$ cat config.mk
export PLATFORM = sky130hd
export DESIGN_NAME = rob_wb_arb_flat
export DESIGN_NICKNAME = d
export VERILOG_FILES = /design/src/rtl/rob_wb_arb_if.sv /design/src/rtl/rob_wb_arb.sv /design/src/flat_wrapper.sv
export SDC_FILE = /design/constraint.sdc
export NUM_CORES = 1
export LEC_CHECK = 0
export ABC_AREA = 1
export CAP_MARGIN = 25
export CORE_ASPECT_RATIO = 1.25
export CORE_MARGIN = 2
export CORE_UTILIZATION = 35
export DETAILED_ROUTE_END_ITERATION = 12
export PLACE_DENSITY_LB_ADDON = 0.25
export SLEW_MARGIN = 20
export SYNTH_ARGS = -nofsm -noshare
export SYNTH_HDL_FRONTEND = slang
export SYNTH_SLANG_ARGS = --single-unit
$ cat constraint.sdc
create_clock -name clock -period 2.3 [get_ports clock]
set_clock_uncertainty 0.1 [all_clocks]
set_input_delay 0.345 -clock clock [delete_from_list [all_inputs] [get_ports clock]]
set_output_delay 0.345 -clock clock [all_outputs]
set_load 0.01 [all_outputs]
$ cat src/rtl/rob_wb_arb_if.sv
// rob_wb_arb_if: shared ROB-entry type plus the requester/ROB-write bundle of the writeback arbiter
// Contents:
//   rob_wb_arb_pkg::rob_entry_t  result payload carried from a unit to the ROB
//   rob_wb_arb_if                flush, req_valid/req_slot/req_data/req_ready (4 units),
//                                wr_valid/wr_slot/wr_data (2 ROB write ports), collision_err
//   modport slave                the arbiter side; modport master the unit/ROB side
package rob_wb_arb_pkg;
    typedef struct packed {
        logic        exception;
        logic [4:0]  dest;
        logic [31:0] value;
    } rob_entry_t;
endpackage

interface rob_wb_arb_if
    import rob_wb_arb_pkg::*;
#(
    parameter int ROB_DEPTHLOG2 = 4
);
    logic                     flush;
    logic [3:0]               req_valid;
    logic [ROB_DEPTHLOG2-1:0] req_slot [4];
    rob_entry_t               req_data [4];
    logic [3:0]               req_ready;
    logic [1:0]               wr_valid;
    logic [ROB_DEPTHLOG2-1:0] wr_slot [2];
    rob_entry_t               wr_data [2];
    logic                     collision_err;

    modport slave (
        input  flush, req_valid, req_slot, req_data,
        output req_ready, wr_valid, wr_slot, wr_data, collision_err
    );

    modport master (
        output flush, req_valid, req_slot, req_data,
        input  req_ready, wr_valid, wr_slot, wr_data, collision_err
    );
endinterface

$ cat src/rtl/rob_wb_arb.sv
// rob_wb_arb: round-robin arbiter sharing 2 registered ROB write ports among 4 writeback units
// Ports:
//   clock    rising-edge clock
//   reset_n  asynchronous active-low reset
//   bus      rob_wb_arb_if.slave: flush, per-unit req_valid/req_slot/req_data and
//            combinational req_ready; registered wr_valid/wr_slot/wr_data[2]; sticky collision_err
module rob_wb_arb
    import rob_wb_arb_pkg::*;
#(
    parameter int ROB_DEPTHLOG2 = 4
) (
    input  logic          clock,
    input  logic          reset_n,
    rob_wb_arb_if.slave   bus
);
    logic [1:0] rr_ptr;
    logic [3:0] cand;
    logic [1:0] g0, g1, idx;
    logic       g0_v, g1_v;

    // reset_n in the candidate mask keeps req_ready low for the whole reset window
    assign cand = bus.req_valid & {4{~bus.flush & reset_n}};

    // scan from rr_ptr: first candidate takes port 0, second takes port 1
    always_comb begin
        g0_v = 1'b0;
        g1_v = 1'b0;
        g0 = '0;
        g1 = '0;
        idx = '0;
        for (int k = 0; k < 4; k++) begin
            idx = rr_ptr + 2'(k);
            if (cand[idx] && !g0_v) begin
                g0_v = 1'b1;
                g0 = idx;
            end else if (cand[idx] && !g1_v) begin
                g1_v = 1'b1;
                g1 = idx;
            end
        end
    end

    assign bus.req_ready = ({3'b0, g0_v} << g0) | ({3'b0, g1_v} << g1);

    always_ff @(posedge clock or negedge reset_n) begin
        if (!reset_n) begin
            rr_ptr <= '0;
            bus.wr_valid <= '0;
            bus.wr_slot[0] <= '0;
            bus.wr_slot[1] <= '0;
            bus.wr_data[0] <= '0;
            bus.wr_data[1] <= '0;
            bus.collision_err <= 1'b0;
        end else begin
            bus.wr_valid <= {g1_v, g0_v};
            if (g0_v) begin
                bus.wr_slot[0] <= bus.req_slot[g0];
                bus.wr_data[0] <= bus.req_data[g0];
            end
            if (g1_v) begin
                bus.wr_slot[1] <= bus.req_slot[g1];
                bus.wr_data[1] <= bus.req_data[g1];
            end
            // the last unit granted in scan order is port 1's when both ports are used
            if (g0_v)
                rr_ptr <= (g1_v ? g1 : g0) + 2'd1;
            if (g0_v && g1_v && bus.req_slot[g0] == bus.req_slot[g1])
                bus.collision_err <= 1'b1;
        end
    end
endmodule

$ cat src/flat_wrapper.sv
// flat-port wrapper written by rule: the top's interface ports become plain ports
module rob_wb_arb_flat import rob_wb_arb_pkg::*;
#(
    parameter int ROB_DEPTHLOG2 = 4
)
  (clock, reset_n, bus_flush, bus_req_valid, bus_req_slot, bus_req_data, bus_req_ready, bus_wr_valid, bus_wr_slot, bus_wr_data, bus_collision_err);
  rob_wb_arb_if #(.ROB_DEPTHLOG2(ROB_DEPTHLOG2)) bus_i ();
  input  logic clock;
  input  logic reset_n;
  input wire logic [$bits(bus_i.flush)-1:0] bus_flush;
  input wire logic [$bits(bus_i.req_valid)-1:0] bus_req_valid;
  input wire logic [$bits(bus_i.req_slot)-1:0] bus_req_slot;
  input wire logic [$bits(bus_i.req_data)-1:0] bus_req_data;
  output wire logic [$bits(bus_i.req_ready)-1:0] bus_req_ready;
  output wire logic [$bits(bus_i.wr_valid)-1:0] bus_wr_valid;
  output wire logic [$bits(bus_i.wr_slot)-1:0] bus_wr_slot;
  output wire logic [$bits(bus_i.wr_data)-1:0] bus_wr_data;
  output wire logic [$bits(bus_i.collision_err)-1:0] bus_collision_err;
  assign bus_i.flush = bus_flush;
  assign bus_i.req_valid = bus_req_valid;
  assign bus_i.req_slot = {>>{bus_req_slot}};
  assign bus_i.req_data = {>>{bus_req_data}};
  assign bus_req_ready = bus_i.req_ready;
  assign bus_wr_valid = bus_i.wr_valid;
  assign bus_wr_slot = {>>{bus_i.wr_slot}};
  assign bus_wr_data = {>>{bus_i.wr_data}};
  assign bus_collision_err = bus_i.collision_err;
  rob_wb_arb #(.ROB_DEPTHLOG2(ROB_DEPTHLOG2)) u_core (.clock(clock), .reset_n(reset_n), .bus(bus_i));
endmodule
[After elaboration in Yosys (flattened, before gate mapping)]
Cells that the tools add are included.
Word-level totals
  flip-flop bits (word level): 89
  input bits: 175
  output and inout bits: 91
  word-level logic and storage cells: 87
Cells by class
  add/subtract/negate cells: 4
  magnitude comparators: 6
  equality and inequality tests: 1
  shift-type cells: 2
  muxes and demuxes: 43
  bitwise gates (word level): 6
  reduce and logical (&&, ||, !) cells: 14
Operators by type and width (number)
  38-bit binary-select mux with 2-bit select: 2
  38-bit two-way mux: 4
  2-bit two-way mux: 12
  4-bit binary-select mux with 2-bit select: 2
  4-bit two-way mux: 4
  1-bit two-way mux: 15
  2-bit by 3-bit less-than comparator with 1-bit output, second input constant: 4
  1-bit binary-select mux with 2-bit select: 4
  1-bit logical AND: 8
  1-bit by 2-bit left shift with 4-bit output: 2
  3-bit >= comparator, second input constant: 2
  1-bit zero test: 6
  2-bit NOT with 3-bit output: 2
  2-bit by 1-bit adder with 2-bit output, second input constant: 2
  2-bit adder, second input constant: 2
  4-bit bitwise AND: 1
  4-bit == test: 1
  4-bit OR: 1
  1-bit bitwise AND: 1
  1-bit NOT: 1

[Longest topological paths before layout]
  depth in word-level cells: 25
  depth in mapped cells: 20
  mapped depth without buffers: 19

[Worst setup path after synthesis]
Ideal clock, no wire load.
  path type: flip-flop to output port
  start: register u_core.rr_ptr[0]
  end: output bus_req_ready[0]
  arrival time: 2.039 ns
  required time: 1.855 ns
  path slack: -0.184 ns
  stages on the path, launching flop included: 13
  buffers on the path: 3
  path through: dfrtp_1 > buf_6 > inv_4 > nand2_1 > nand3_1 > nand2_1 > nor2_2 > nand3_2 > nand3_2 > buf_4 > buf_2 > nand2_1 > o22ai_1
Between the ends
  cells in the longest elaborated chain, start to end: 18
  elaborated cells between the ends (all ways): 48
  those cells by class: add/sub (3); shift (2); mux (30); bitwise (1); reduce/logical (12)
Ends and longest elaborated chain
  start, declared: line rob_wb_arb.sv:16  | logic [1:0] rr_ptr;
  start signal, assigned: line rob_wb_arb.sv:66  | rr_ptr <= (g1_v ? g1 : g0) + 2'd1;
  1-bit binary-select mux with 2-bit select: line rob_wb_arb.sv:33, rob_wb_arb.sv:36
  1-bit two-way mux (not written as such): line rob_wb_arb.sv:33, rob_wb_arb.sv:36
  1-bit two-way mux: line rob_wb_arb.sv:33, rob_wb_arb.sv:36
  1-bit two-way mux: line rob_wb_arb.sv:33  | if (cand[idx] && !g0_v) begin
  1-bit zero test: line rob_wb_arb.sv:36  | end else if (cand[idx] && !g1_v) begin
  1-bit logical AND: line rob_wb_arb.sv:36
  1-bit two-way mux: line rob_wb_arb.sv:36
  1-bit two-way mux: line rob_wb_arb.sv:33
  [2 not listed]
  1-bit two-way mux: line rob_wb_arb.sv:36
  1-bit two-way mux: line rob_wb_arb.sv:33
  1-bit zero test: line rob_wb_arb.sv:36
  1-bit logical AND: line rob_wb_arb.sv:36
  1-bit two-way mux or 2-bit two-way mux (tied branches): line rob_wb_arb.sv:36
  1-bit two-way mux or 2-bit two-way mux (tied branches): line rob_wb_arb.sv:33
  1-bit by 2-bit left shift with 4-bit output: line rob_wb_arb.sv:43  | assign bus.req_ready = ({3'b0, g0_v} << g0) | ({3'b0, g1_v} << g1);
  4-bit OR *: line rob_wb_arb.sv:43
  end, declared: line flat_wrapper.sv:14  | output wire logic [$bits(bus_i.req_ready)-1:0] bus_req_ready;
Every way passes the cells marked *; elsewhere a longest branch is shown, timed or not. The select of a mux whose other input is x is not followed.

[Worst setup path after layout]
  start: register u_core.rr_ptr[0]
  end: register u_core.bus.wr_data[48] (netlist name)
Between the ends
  cells in the longest elaborated chain, start to end: 16
  elaborated cells between the ends (all ways): 29
  those cells by class: add/sub (3); mux (19); bitwise (1); reduce/logical (6)
Ends and longest elaborated chain
  parallel branches: the longest is 16 deep, another holds 2-bit by 1-bit adder with 2-bit output
Several ways; the timed one is not identified. The select of a mux whose other input is x is not followed.
A chain may end at the register's enable or synchronous reset.

==> metrics.cfg <==
[worst_setup_path]
cp.arrival_ns=2.84
path_max_fanout=6
startpoint_type=register
cp.required_ns=2.45
ff2ff_setup_slack_ns=-0.39
path_class=register to register
cp-end-kind=register

[sta]
tns_ns=-22.21
timing.final.crit_share_pct=117
layout_min_cycle_time_ns=2.69
hold_slack_ns=0.0678
rsz0062_at_grt=yes
drv_slew=0
fmax_mhz=372
worstMarginPinSlew_ns=0.724
hold_viol=0
fin_ws_ns=-0.386
slew_headroom_pct=51.7
setup_viol=91

[floorplanning]
die_y_um=155
io_pins=266
core_area_um2=18000
dieWidth_um=125
floorplan.rows=55
dieArea_um2=19300
initial_core_util_pct=35.5

[route]
drc_errors=0
num_vias=8420
viasPerCell=5.63
postRouteAntennaNets=0
drt_iter0_drc=824
wl_per_cell_um=20.0
drt_wl_total_um=29800
drt-pass1-iter-count=5

[clock_tree]
clk-insertion-delay-late_ns=0.35
cts_inserted_buffers=9
cts_sinks=89
cts_tree=built
clkTransAtPathRegs_ns=0.07
cts_root_buf=clkbuf_16
clockBufferDepth=2
htree_num_levels=3
ctsHoldBuffers=0

[status]
status=complete, but fails checks
violations=setup timing

[placement]
placed_area_um2=9710
io_buffers=265
place_hpwl_um=17400
placedCellCount=1403
gp_congestion=0.868

[layout]
syn_to_final_growth_pct=92.3
layout.nets=1437
layout_common_cells=clkdlybuf4s50_1, nand2_1, inv_1
final_cell_count_no_fill=1495
drive_above_1_share_pct=27.8
layout_commonest_cell=clkdlybuf4s50_1
diodes=0
finalInstanceArea_um2=12200

[job]
max_cap_viol_count=0

[synthesis]
ys_seq_elements=89
synthCells=914
synth_area_um2=6370
ys_warn_count=0
syn_avg_cell_area_um2=6.97
synth.top_cell.area_share_pct=35.0
synth_edf_count=0
synthFlopType=dfrtp_1
ys_async_sr_fraction_pct=100
synthesis.nets=1089
synthTopCellsByArea=dfrtp_1, nand2_1, o211ai_1
synth.distinct_cells=27
yosysSeqAreaShare_pct=35.0
synth.largest_area_cell=dfrtp_1

[global_route]
grt_max_degree=52
grt_overflow=0
grt_antenna_before_repair=0
grt_pass1_vias=8326
grt_usage_pct=29.2
grt_pass1_wl_um=45200

[hold_path]
hp-class=input pin to async pin

==> worst max-delay path, stage by stage (launching register included) <==
cell       delay (ns)
dfrtp_2          0.45
buf_12           0.14
xor2_4           0.16
nand3_2          0.12
nand2_4          0.09
nor2_4           0.12
buf_6            0.11
nand3_4          0.09
nand3_4          0.15
buf_12           0.18
clkinv_16        0.08
buf_12           0.15
buf_12           0.13
buf_16           0.13
nand2_2          0.04
o211ai_1         0.10
a31oi_1          0.24
==> path summary, 6_finish.rpt <==
path / start / endpoint / depth (start not counted)
min: reset_n / u_core.bus.wr_data[66]$_DFFE_PN0N_ / 2
max: u_core.rr_ptr[0]$_DFFE_PN0N_ / u_core.bus.wr_data[48]$_DFFE_PN0N_ / 16
min reg2reg: u_core.bus.collision_err$_DFFE_PN0P_ / u_core.bus.collision_err$_DFFE_PN0P_ / 2
min in group clock: u_core.bus.collision_err$_DFFE_PN0P_ / u_core.bus.collision_err$_DFFE_PN0P_ / 2
max reg2reg: u_core.rr_ptr[0]$_DFFE_PN0N_ / u_core.bus.wr_data[48]$_DFFE_PN0N_ / 16
max in group asynchronous: reset_n / u_core.bus.wr_data[47]$_DFFE_PN0N_ / 2
==> cell usage after synthesis, types with 4 or more instances <==
| master | instances |
|---|---|
| a21oi_2 | 12 |
| o21ai_0 | 55 |
| nand4_1 | 8 |
| inv_1 | 96 |
| buf_4 | 4 |
| nor2_1 | 85 |
| clkbuf_1 | 33 |
| o211ai_1 | 78 |
| nand3_1 | 50 |
| nand2_2 | 7 |
| dfrtp_1 | 89 |
| o22ai_1 | 4 |
| a31oi_1 | 78 |
| nand2_1 | 166 |
| inv_2 | 4 |
| buf_2 | 30 |
| o21ai_1 | 30 |
| a21oi_1 | 67 |
| buf_6 | 5 |
| nand3_2 | 6 |
==> timing repair <==
item / in CTS / in global routing
endpoints found under the hold margin: 0 / 0
gates cloned: 26 / 6
endpoints found under the setup margin: 91 / 91
gates resized for setup: 167 / 187
pin swaps: 42 / 75
setup buffers: 40 / 16
==> area by class of cell <==
class | count | area, um^2
Fill cell | 1364 | 5710
Sequential cell | 89 | 2230
Multi-Input combinational cell | 655 | 4330
Tap cell | 228 | 285
Inverter | 101 | 415
Timing Repair Buffer | 406 | 4710
Clock buffer | 12 | 246
Clock inverter | 4 | 28.8
==> per-stage QoR <==
step / utilization (%) / setup slack, ns
detailed placement: 54.0 / -0.849
floorplan: - / -0.0194
global route: 68.2 / -0.529
global placement: 54.0 / -0.761
finish: 68.2 / -0.386
CTS: 63.7 / -0.322
==> flip-flops by register name, indices dropped and copies added (netlist names) <==
signal and flops:
u_core.rr_ptr 2, u_core.bus.wr_data 76, u_core.bus.wr_slot 8, u_core.bus.collision_err 1
u_core.bus.wr_valid 2
==> routing by layer <==
layer	up-vias	track usage (%)	part of all wire, %
met1	3975	35.8	39
met2	469	49.9	51
li1	3894	-	-
met5	-	0	0
met3	82	4.95	6.7
met4	0	14.3	4.0
==> cell families after synthesis <==
group                     after synthesis  synth area share, %
AOI/OAI and AO/OA                     325                 31.0
and+or+nand+nor                       324                 21.6
DFF                                    89                 35.0
xor gates and xnor gates                3                0.825
buffers and inverters                 173                 11.7
Power is not shown: default switching activity piles up to over one toggle a cycle in this logic, so the estimate is an artifact.
